===== src/rtl/serial_add64_pkg.sv =====
// rtl/serial_add64_pkg.sv - shared width constant and FSM state type for serial_add64
package serial_add64_pkg;

    localparam int DATA_W = 64;

    typedef enum logic [1:0] {
        IDLE = 2'd0,
        RUN  = 2'd1,
        DONE = 2'd2
    } state_t;

endpackage


===== src/rtl/serial_add64_add_chunk.sv =====
// rtl/serial_add64_add_chunk.sv - combinational W-bit adder slice with carry in/out
module add_chunk #(
    parameter int W = 16
) (
    input  logic [W-1:0] a,
    input  logic [W-1:0] b,
    input  logic         cin,
    output logic [W-1:0] s,
    output logic         cout
);

    assign {cout, s} = {1'b0, a} + {1'b0, b} + {{W{1'b0}}, cin};

endmodule


===== src/rtl/serial_add64.sv =====
// rtl/serial_add64.sv - 64-bit adder evaluated one CHUNK_W slice per cycle
// Optional signed-overflow output ovf enabled by SERIAL_ADD64_OVF_EN.
module serial_add64
    import serial_add64_pkg::*;
#(
    parameter int CHUNK_W = 16
) (
    input  logic              clk,
    input  logic              rst_n,
    input  logic              in_valid,
    output logic              in_ready,
    input  logic [DATA_W-1:0] a,
    input  logic [DATA_W-1:0] b,
    input  logic              cin,
    output logic              out_valid,
    input  logic              out_ready,
    output logic [DATA_W-1:0] s,
    output logic              cout
`ifdef SERIAL_ADD64_OVF_EN
    ,
    output logic              ovf
`endif
);

    localparam int BEATS = DATA_W / CHUNK_W;
    localparam int CNT_W = (BEATS > 1) ? $clog2(BEATS) : 1;

    state_t             state;
    logic [DATA_W-1:0]  a_q;
    logic [DATA_W-1:0]  b_q;
    logic               carry_q;
    logic [CNT_W-1:0]   beat;
    logic [CHUNK_W-1:0] sum;
    logic               chunk_cout;
    logic               last;

    // Operands shift right each beat so the adder always sees the low slice.
    add_chunk #(.W(CHUNK_W)) u_add (
        .a    (a_q[CHUNK_W-1:0]),
        .b    (b_q[CHUNK_W-1:0]),
        .cin  (carry_q),
        .s    (sum),
        .cout (chunk_cout)
    );

    assign last = (beat == CNT_W'(BEATS - 1));

    always_ff @(posedge clk or negedge rst_n) begin
        if (!rst_n) begin
            state     <= IDLE;
            in_ready  <= 1'b1;
            out_valid <= 1'b0;
            a_q       <= '0;
            b_q       <= '0;
            carry_q   <= 1'b0;
            beat      <= '0;
            s         <= '0;
            cout      <= 1'b0;
`ifdef SERIAL_ADD64_OVF_EN
            ovf       <= 1'b0;
`endif
        end else begin
            case (state)
                IDLE: begin
                    if (in_valid) begin
                        a_q      <= a;
                        b_q      <= b;
                        carry_q  <= cin;
                        beat     <= '0;
                        in_ready <= 1'b0;
                        state    <= RUN;
                    end
                end
                RUN: begin
                    a_q     <= a_q >> CHUNK_W;
                    b_q     <= b_q >> CHUNK_W;
                    carry_q <= chunk_cout;
                    // Result fills from the top; after BEATS shifts slice 0 sits at bit 0.
                    s       <= {sum, s[DATA_W-1:CHUNK_W]};
                    beat    <= beat + 1'b1;
                    if (last) begin
                        cout      <= chunk_cout;
                        out_valid <= 1'b1;
                        state     <= DONE;
`ifdef SERIAL_ADD64_OVF_EN
                        // a^b^s at the MSB recovers the carry into bit 63.
                        ovf <= a_q[CHUNK_W-1] ^ b_q[CHUNK_W-1] ^ sum[CHUNK_W-1] ^ chunk_cout;
`endif
                    end
                end
                DONE: begin
                    if (out_ready) begin
                        out_valid <= 1'b0;
                        in_ready  <= 1'b1;
                        state     <= IDLE;
                    end
                end
                default: begin
                    state     <= IDLE;
                    in_ready  <= 1'b1;
                    out_valid <= 1'b0;
                end
            endcase
        end
    end

endmodule

===== config.mk =====
export PLATFORM = sky130hd
export DESIGN_NAME = serial_add64
export DESIGN_NICKNAME = d
export VERILOG_FILES = /design/src/rtl/serial_add64_pkg.sv /design/src/rtl/serial_add64_add_chunk.sv /design/src/rtl/serial_add64.sv
export SDC_FILE = /design/constraint.sdc
export NUM_CORES = 1
export LEC_CHECK = 0
export CORE_ASPECT_RATIO = 2
export CORE_MARGIN = 1.5
export CORE_UTILIZATION = 55
export CTS_CLUSTER_DIAMETER = 120
export CTS_CLUSTER_SIZE = 8
export DETAILED_ROUTE_END_ITERATION = 8
export PLACE_DENSITY = 0.86
export REMOVE_ABC_BUFFERS = 1
export SLEW_MARGIN = 10
export SYNTH_ARGS = -nofsm -noshare
export SYNTH_HDL_FRONTEND = slang
export SYNTH_HIERARCHICAL = 1
export SYNTH_SLANG_ARGS = --single-unit

===== constraint.sdc =====
create_clock -name clk -period 6.8 [get_ports clk]
set_input_delay 2.04 -clock clk [delete_from_list [all_inputs] [get_ports clk]]
set_output_delay 2.04 -clock clk [all_outputs]
set_load 0.005 [all_outputs]

Word level (Yosys, flattened, before mapping)
Index checks and enable logic that the tools add are counted.
Word-level totals
  bits of input ports: 133
  word-level logic and storage cells: 45
  output and inout bits: 67
  register bits: 200
Cells by class
  mux-type cells: 18
  reduce and logical (&&, ||, !) cells: 7
  add/subtract/negate cells: 3
  equality and inequality tests: 6
  bitwise logic cells: 2
Operators with widths (count)
  64-bit one-hot mux with 2 select lines: 2
  64-bit two-way mux: 2
  16-bit by 16-bit adder with 17-bit output: 1
  17-bit by 1-bit adder with 17-bit output: 1
  3-bit AND reduction: 3
  2-bit two-way mux: 4
  2-bit inequality test (second input constant): 3
  1-bit one-hot mux with 3 select lines: 2
  2-bit one-hot mux with 3 select lines: 1
  1-bit two-way mux: 5
  2-bit == test (second input constant): 2
  2-bit one-hot mux with 2 select lines: 1
  2-bit AND reduction: 2
  2-bit by 1-bit adder with 2-bit output (second input constant): 1
  2-bit by 1-bit == test with 1-bit output (second input constant): 1
  2-bit logical NOT: 1
  1-bit NOT: 2
  1-bit one-hot mux with 2 select lines: 1
  2-bit nonzero test: 1

Logic depth before layout (Yosys ltp)
  depth in word-level cells: 3
  gate-level depth with buffers: 10
  depth with buffers taken out: 10

By module
The synthesis kept the hierarchy.
By module, submodules not included
  serial_add64: cells an instance 910, times used 1, seq. area each 5006.1 um2, area each 8569.5 um2
  add_chunk: cells an instance 89, times used 1, seq. area each 0.0 um2, area each 733.2 um2

Worst setup path before layout
Ideal clock, no wire load.
  path type: in2reg
  start point: input in_valid
  end point: register a_q[38]
  arrival time: 2.778 ns
  slack: 3.888 ns
  required time: 6.667 ns
  setup time: 0.133 ns
  stages: 6
  path buffers: 3
  cell sequence: o21ba_2 > buf_2 > buf_6 > buf_4 > nor2_1 > a211oi_2
On the way
  cells in the longest elaborated chain, start to end: 2
RTL lines
  start, declared: RTL line serial_add64.sv:10  | input logic in_valid,
  2-bit inequality test (no line)
  2-bit AND reduction (no line)
  end signal, assigned: RTL line serial_add64.sv:75  | a_q <= a_q >> CHUNK_W;
  end, declared: RTL line serial_add64.sv:29  | logic [DATA_W-1:0] a_q;
No other way between the ends.
A chain may end at the register's enable or synchronous reset.

Worst setup path after layout
  start point: input in_valid
  end point: register a_q[49]
Same word-level chain as after synthesis.

==> key figures <==
Logic synthesis
  – Register area share after synthesis: about 54%
  – Synthesized area: ~9300 sq um
  – Syn Inst Count: about 1,000
  – Main flop type after synthesis: dfrtp_1
  – Warnings, synthesis: 6
  – Yosys cell types: 47
  – Post-synth EDFFs: 0
  – Avg Cell Area, Syn: about 9.3 sq um
  – Asr flop ratio synth: 100%
  – Yosys reg bits: 200

Die
  – Core area: approximately 17,000 sq um
  – Die Y: 187 microns
  – Die W: around 95 microns
  – Initial Utilization: a little under three fifths
  – Cell Rows: 67
  – Die area: 17,700 sq um
  – # IOs: 200

Routing
  – Vias per inst: roughly 5.6
  – Pre-antenna DRT Iters: 5
  – Remaining antenna violation count after routing: 0
  – DRC: 0
  – Total number of vias: slightly below 8,000
  – Detailed router's first-iteration violation count: between 400 and 500
  – Wirelength per Cell: 16.3 microns
  – Drt total wl: ~22,000 microns

Clocking
  – Num CTS Buffers: 17
  – CTS Hold Bufs: 0
  – Post-CTS sizing: 0
  – Postcts setup bufs: 0
  – CTS tree: done
  – CTS Buffer Depth: 2
  – Clock transition at path regs: roughly 0.070 ns
  – CTS H-tree lvls: 4
  – Clock net sink count: 200
  – Worst-Skew Late Latency: between 0.4 and 0.5 ns
  – Root Driver: clkbuf_16

Worst setup path
  – Setup CP Type: in2reg
  – Critical path peak fanout: 97
  – Crit Reg-Reg Endpoint: a_q[49]
  – FF-to-FF path depth: 5
  – Worst Path Buf+Inv: 2
  – Delay of the slowest critical-path stage: 0.64 ns
  – WP data required: 7.17 ns
  – Critical-path cell list: clkdlybuf4s50_1 > nand2b_4 > nor2_2 > buf_4 > a22o_1
  – Reg2reg start: state[0]
  – Crit path DAT: about 4.2 ns
  – Top delay family on crit path: buffers and inverters
  – Startpoint Class: primary input
  – Crit-path slowest cell: clkdlybuf4s50_1
  – Type of element capturing the critical path: flip-flop
  – Flop2flop setup slack: about 3.6 ns

STA
  – Max_slew headroom: about a quarter
  – Final period utilization: between 50% and 60%
  – Max-slew violation count: 0
  – Final hold vios: 0
  – Skew final: ~0.015 ns
  – Min Clock Period, post-route: about 3.9 ns
  – Fmax achieved: roughly 260 MHz
  – Worst Tran Pin Value: about 1.1 ns
  – Unrepaired setup endpoints after global routing: false
  – Fin Setup TNS: 0 ns
  – Worst setup margin: between 2 and 3 ns
  – Endpoints failing setup: 0

Global route
  – Largest net degree at the start of global routing: ~110
  – Initial antenna violation count: 5
  – Vias in the first global route: between 7,000 and 8,000
  – GR Overflow Total: 0
  – Tot GR Track Use: 26.9%
  – First-pass GRT wire length: about 37,000 microns

Final layout
  – Share of layout cells above drive strength 1: under 10%
  – Area Growth Syn to Fin: 27.1%
  – Fillers: around 1,200
  – Commonest non-fill, non-tap cell in the layout: nand2_1
  – Nets: between 1,000 and 1,500
  – Commonest cells after routing, fill and taps aside: 202 x nand2_1, 198 x nor2_1, 198 x clkdlybuf4s50_1, 197 x dfrtp_1, 96 x nor3_1

Place
  – Place WS: ~2.5 ns
  – GP Congestion: between 0.8 and 0.9
  – Number of port buffers: between 150 and 200
  – Detailed-placement wirelength estimate: 15,000 microns

Hold path
  – Hold Crit Class: reg2reg
  – WHS Endpoint: s[14]
  – Hold path start: s[14]
  – Hold Crit Depth: 2

Status
  – Outcome: finished, final reports clean

Pwr
  – Maximum vdd drop: around 0.00026 V
  – LEAKAGE: about 0.0052 uW
  – PD cells: 525 nW/um^2

Flow run
  – Max-cap violations: 0
layout make-up:
type / instances / area, sq um / share of cell area, %
clock inverter: 12 / 109 / 0.921
clock buffer: 19 / 453 / 3.83
sequential: 200 / 5010 / 42.4
inverter: 4 / 15.0 / 0.127
tap: 207 / 259 / 2.19
timing repair buffer: 208 / 2060 / 17.5
multi-input combinational: 719 / 3900 / 33.0
antenna: 5 / 12.5 / 0.106
worst reg2reg max path: stages, from the launching register on:
cell,delay (ns)
dfrtp_4,0.74
buf_4,0.69
nand2b_4,0.99
nor2_2,0.17
buf_4,0.29
a22o_1,0.24
state kept, by name, summed over array words and instances, names as in the netlist:
signal and cells:
s 64, in_ready 1, a_q 64, state 2, out_valid 1, beat 2
carry_q 1, b_q 64, cout 1
stage by stage:
step                hold slack (ns)  utilization (%)  area [sq um]  cells  power (uW)
floorplan                     0.446                -          8890    923        4230
global placement              0.456             67.4         11200   1338        5110
detailed placement            0.461             67.4         11200   1338        5250
CTS                           0.479             70.8         11800   1369        6250
global route                  0.489             70.9         11800   1374        6710
finish                        0.473             70.9         11800   1374        6210
cell usage after synthesis (2+ instances only):
master / number / share of area [%]
a211oi_1: 81 / 6.5
a211oi_2: 15 / 2.0
a21o_1: 4 / 0.32
a21oi_1: 13 / 0.70
a21oi_2: 3 / 0.28
a22o_1: 32 / 3.0
buf_1: 6 / 0.24
buf_2: 49 / 2.6
buf_4: 5 / 0.40
buf_6: 6 / 0.73
clkbuf_1: 10 / 0.40
dfrtp_1: 199 / 54
fa_1: 2 / 0.43
ha_1: 16 / 2.2
inv_1: 4 / 0.16
nand2_1: 202 / 8.2
nand2b_1: 4 / 0.27
nand3_1: 3 / 0.16
nand3b_1: 2 / 0.16
nor2_1: 199 / 8.0
nor2b_1: 2 / 0.13
nor3_1: 96 / 5.2
o21a_1: 2 / 0.16
o21ai_0: 5 / 0.27
o21ai_2: 2 / 0.19
o21bai_1: 3 / 0.24
o221a_2: 2 / 0.24
xnor2_1: 9 / 0.85
xor2_1: 5 / 0.47
worst max-delay path by stage:
| stage | from | endpoint | depth (start not counted) |
|---|---|---|---|
| floorplan | state[1] | cout | 3 |
| global placement | in_valid | b_q[5] | 5 |
| detailed placement | in_valid | a_q[14] | 5 |
| CTS | in_valid | a_q[14] | 5 |
| global route | in_valid | a_q[14] | 5 |
| finish | in_valid | a_q[49] | 5 |
metal layers:
layer | GRT usage [%] | vias up | routed length [microns]
met5 | 0 | - | 0
met4 | 17.9 | 0 | 1290
met3 | 4.02 | 66 | 831
met2 | 44.0 | 251 | 11800
met1 | 31.9 | 3711 | 8450
li1 | - | 3711 | -
where the power goes:
part,internal (uW),switching [uW],total [uW]
Clock,499,476,974
Sequential,1780,455,2230
Combinational,1370,1630,3000
cells by family after synthesis:
logic type | synth area share (%)
mux | 0.121
xor+xnor | 1.32
compound gates | 15.2
flops | 53.8
buf+inv | 4.57
fa+ha+maj | 2.58
simple gates | 22.4
Note: power is estimated with default switching activity, not from simulation.
